<file path="src/rtl/bitcnt_ctrl.sv">
// Zbb count controller: folds clz/ctz onto a shared popcount core, 2-stage registered pipeline.
// Optional clz/ctz pre-conditioning is enabled by defining BITCNT_CLZ_CTZ_EN.
module bitcnt_ctrl #(
    parameter int TAG_W = 5
) (
    input  logic             clk,
    input  logic             rst,
    input  logic             flush,
    input  logic             req_valid,
    output logic             req_ready,
    input  logic [1:0]       req_op,
    input  logic [31:0]      req_operand,
    input  logic [TAG_W-1:0] req_tag,
    output logic             rsp_valid,
    input  logic             rsp_ready,
    output logic [31:0]      rsp_data,
    output logic             rsp_err,
    output logic [TAG_W-1:0] rsp_tag,
    output logic             busy
);

`ifdef BITCNT_CLZ_CTZ_EN
    function automatic logic [31:0] smear(input logic [31:0] x);
        logic [31:0] s;
        s = x | (x >> 1);
        s = s | (s >> 2);
        s = s | (s >> 4);
        s = s | (s >> 8);
        s = s | (s >> 16);
        return s;
    endfunction
`endif

    // Returns {err, t}: clz/ctz are rewritten so their answer is popcount(t).
    function automatic logic [32:0] precondition(input logic [1:0] op, input logic [31:0] x);
        logic [32:0] r;
        r = {1'b1, 32'd0};
        case (op)
            2'b00: r = {1'b0, x};
`ifdef BITCNT_CLZ_CTZ_EN
            2'b01: r = {1'b0, ~smear(x)};
            2'b10: r = {1'b0, ~x & (x - 32'd1)};
`endif
            default: r = {1'b1, 32'd0};
        endcase
        return r;
    endfunction

    function automatic logic [5:0] popcount(input logic [31:0] t);
        logic [5:0] cnt;
        cnt = 6'd0;
        for (int i = 0; i < 32; i++) begin
            cnt = cnt + {5'd0, t[i]};
        end
        return cnt;
    endfunction

    logic [31:0]      t_p1;
    logic [TAG_W-1:0] tag_p1;
    logic             err_p1;
    logic             vld_p1;
    logic [5:0]       cnt_p2;
    logic [TAG_W-1:0] tag_p2;
    logic             err_p2;
    logic             vld_p2;

    logic [32:0] pre;
    logic        s2_load;
    logic        s1_free;
    logic        accept;

    assign pre       = precondition(req_op, req_operand);
    assign s2_load   = vld_p1 && (!vld_p2 || rsp_ready);
    assign s1_free   = !vld_p1 || s2_load;
    assign req_ready = !flush && !rst && s1_free;
    assign accept    = req_valid && req_ready;

    assign rsp_valid = vld_p2;
    assign rsp_data  = {26'd0, cnt_p2};
    assign rsp_err   = err_p2;
    assign rsp_tag   = tag_p2;
    assign busy      = vld_p1 || vld_p2;

    always_ff @(posedge clk) begin
        if (rst) begin
            vld_p1 <= 1'b0;
            t_p1   <= 32'd0;
            tag_p1 <= '0;
            err_p1 <= 1'b0;
            vld_p2 <= 1'b0;
            cnt_p2 <= 6'd0;
            tag_p2 <= '0;
            err_p2 <= 1'b0;
        end else if (flush) begin
            vld_p1 <= 1'b0;
            vld_p2 <= 1'b0;
        end else begin
            // stage 2: popcount of the pre-conditioned operand, held while stalled
            if (s2_load) begin
                vld_p2 <= 1'b1;
                cnt_p2 <= popcount(t_p1);
                tag_p2 <= tag_p1;
                err_p2 <= err_p1;
            end else if (rsp_ready) begin
                vld_p2 <= 1'b0;
            end
            // stage 1: capture transformed operand
            if (accept) begin
                vld_p1 <= 1'b1;
                t_p1   <= pre[31:0];
                err_p1 <= pre[32];
                tag_p1 <= req_tag;
            end else if (s2_load) begin
                vld_p1 <= 1'b0;
            end
        end
    end

endmodule

</file>
<file path="config.mk">
export PLATFORM = sky130hd
export DESIGN_NAME = bitcnt_ctrl
export DESIGN_NICKNAME = d
export VERILOG_FILES = /design/src/rtl/bitcnt_ctrl.sv
export SDC_FILE = /design/constraint.sdc
export NUM_CORES = 1
export LEC_CHECK = 0
export CAP_MARGIN = 10
export CORE_AREA = 2 2 80 82
export DETAILED_ROUTE_END_ITERATION = 10
export DIE_AREA = 0 0 82 84
export GPL_TIMING_DRIVEN = 1
export PLACE_DENSITY = 0.81
export SYNTH_ARGS = -nofsm -noshare
export SYNTH_HDL_FRONTEND = slang
export SYNTH_SLANG_ARGS = --single-unit
</file>
<file path="constraint.sdc">
create_clock -name clk -period 7.18 [get_ports clk]
set_clock_uncertainty 0.1 [all_clocks]
set_input_delay 1.077 -clock clk [delete_from_list [all_inputs] [get_ports clk]]
set_output_delay 1.077 -clock clk [all_outputs]
set_load 0.01 [all_outputs]
</file>
==> reports/metrics.cfg <==
[clock_network]
tritoncts = done
cts.path.max_buffers = 2
cts_resized = 0
clkTransAtPathRegs_ns = 0.10
root_buffer = clkbuf_8
insertion_delay_ns = 0.31
h-tree-depth = 2
cts_hold_buf = 0
post_cts_buffers = 0
clock_sinks = 52
numCtsBuffers = 5

[timing]
hold_viol_final = 0
drv_slew = 0
relSlewSlack_pct = 38.29
holdWs_ns = 0.3562
finalSetupTns_ns = 0
worst_slew_pin_slew_ns = 0.9257
finalCritPeriodShare_pct = 67.90
grt_setup_unrepaired = no
min_period_ns = 4.875
worst_slack_ns = 2.305
setup_viol = 0
fmax_mhz = 205.1

[drt]
wirelength_um = 5646
drt_iter0_markers = 111
drc = 0
wl_met2_um = 2870
dr_total_vias = 2177
final_antenna_net_count = 0
dr.pass1.iters = 6
wl_met1_um = 2473
top_layer = met4
met3_wirelength_um = 236
wl_per_cell_um = 12.63
viasPerCell = 4.870

[setup_path]
critPathKind = reg2reg
cp-end-kind = flip-flop
worstPathArrival_ns = 4.97
startpoint_type = flip-flop
worstPathRequired_ns = 7.28
cp_max_fo = 2
reg2reg_depth = 17

[power_and_ir_drop]
peakVddDrop_mv = 0.1007
switching_share_pct = 24.23
p_sw_uw = 138.6
power_density_nw_per_um2 = 162.7
p_leak_nw = 1.513
power.share.clock_pct = 35.8
combPwrFrac_pct = 12.6
seq_power_share_pct = 51.6
p_int_uw = 433.4
power_uw = 572.0

[floorplan]
start_util_pct = 48.05
chipHeight_um = 84
dieWidth_um = 82
ioPinCount = 85
rows = 29
die_area_um2 = 6888
fp.coreArea_um2 = 6096

[synth]
synth-adder-area-share_pct = 19.39
postSynthAreaPerCell_um2 = 9.068
synthXorXnorAreaFrac_pct = 0
synthesis.area_um2 = 2929
synth.mux.area_fraction_pct = 0
ys_ff_latch = 52
synth.yosys.seq_area_share_pct = 35.54
synthCells = 323
yosysUniqueCellTypes = 28
synth_top_family_by_area = simple AND/OR/NAND/NOR gates
synth-simple-area-share_pct = 21.44
synth_compound_area_share_pct = 8.885
yosysWarnings = 0

[cells_and_area]
layout_commonest_cell = clkdlybuf4s50_1
final_nets = 444
drive_gt1_share_pct = 4.054
final_util_pct = 57.66
antenna_cells = 0
area_delta_synth_final_pct = 19.99
final_cell_mix = clkdlybuf4s50_1, dfxtp_1, nand2_1, nand3_1, inv_1

[min_path]
hold_path.class = reg2reg
min_path_cells = 2

[placement]
gp_congestion = 0.8312
hpwl_um = 4128
portBuffers = 58
post-place-ws_ns = 2.307

[grt]
gr-total-overflow = 0
antenna_found_initial = 0
grt_usage_pct = 16.87
grt_pass1_vias = 2064
grt_start_max_net_pins = 59
grt_pass1_wl_um = 9073

[run_status]
status = complete, no violations

[run]
cap_violations = 0

registers in the layout, summed over array words and instances (netlist names):
register / flops
t_p1: 32
tag_p1: 5
rsp_valid: 1
err_p1: 1
cnt_p2: 6
rsp_err: 1
vld_p1: 1
rsp_tag: 5
metal layers:
metal | up-vias | GRT usage (%)
li1 | 1089 | -
met1 | 1020 | 20.84
met5 | - | 0
met2 | 60 | 29.71
met3 | 8 | 2.922
met4 | 0 | 4.545
worst max-delay path: stages (launching register included):
cell      delay [ns]
dfxtp_1         0.32
inv_1           0.06
fa_1            0.53
inv_1           0.05
fa_1            0.52
fa_1            0.44
fa_1            0.49
fa_1            0.52
inv_1           0.05
fa_1            0.42
inv_1           0.07
ha_1            0.16
inv_1           0.06
fa_1            0.38
nand2b_1        0.18
a21oi_1         0.19
nand3_1         0.09
o311ai_0        0.15
layout make-up:
type / instances / area, um^2
clock buffer: 5 / 68.82
clock inverter: 3 / 46.29
fill: 573 / 2581
inverter: 30 / 112.6
multi-input combinational: 220 / 1559
sequential: 52 / 1041
tap: 77 / 96.34
timing repair buffer: 60 / 590.6
stage by stage:
stage / instances / instance area (um^2)
global route: 447 / 3515
CTS: 447 / 3515
global placement: 439 / 3400
floorplan: 348 / 3023
finish: 447 / 3515
detailed placement: 439 / 3400
synthesized netlist by cell type:
cell type | instances | area [um^2]
nor2b_1 | 2 | 12.51
a2111o_1 | 1 | 11.26
nand2_1 | 49 | 183.9
o31ai_1 | 11 | 82.58
buf_4 | 27 | 202.7
conb_1 | 1 | 3.750
or2_2 | 2 | 12.51
a21boi_0 | 1 | 7.510
buf_6 | 5 | 56.30
o21ai_0 | 1 | 5.000
dfxtp_1 | 52 | 1041
nand3_1 | 35 | 175.2
nor2_1 | 6 | 22.52
nor3_1 | 3 | 15.01
nand2b_1 | 4 | 25.02
a2111oi_4 | 1 | 27.53
nand3b_1 | 23 | 172.7
o21ai_1 | 1 | 5.000
o211ai_1 | 1 | 7.510
clkbuf_1 | 11 | 41.29
a21oi_1 | 18 | 90.09
inv_1 | 30 | 112.6
and3b_1 | 1 | 8.760
buf_2 | 3 | 15.01
fa_1 | 24 | 480.5
o311ai_0 | 1 | 8.760
a211oi_1 | 2 | 15.01
ha_1 | 7 | 87.58
final timing paths:
kind	startpoint	slack, ns	endpoint
setup / recovery	t_p1[0]	2.30	cnt_p2[4]
hold / removal	tag_p1[1]	0.36	rsp_tag[1]
setup reg to reg	t_p1[0]	2.30	cnt_p2[4]
hold reg to reg	tag_p1[1]	0.36	rsp_tag[1]
power groups by stage:
stage                     Combinational [mW]  Sequential (mW)  Clock (mW)
after floorplan                       0.0500            0.302           0
after global placement                0.0702            0.302           0
after detailed placement              0.0721            0.302           0
after CTS                             0.0727            0.295       0.209
after global routing                  0.0810            0.296       0.218
final                                 0.0720            0.295       0.205
cell families (layout without fill, tap and decap cells):
logic type	Yosys count	count (layout)
DFF	52	52
and+or+nand+nor	125	125
adders and majority gates	31	31
AOI/OAI and AO/OA	38	38
other	1	26
buffers and inverters	76	98
(Power assumes the default switching activity.)
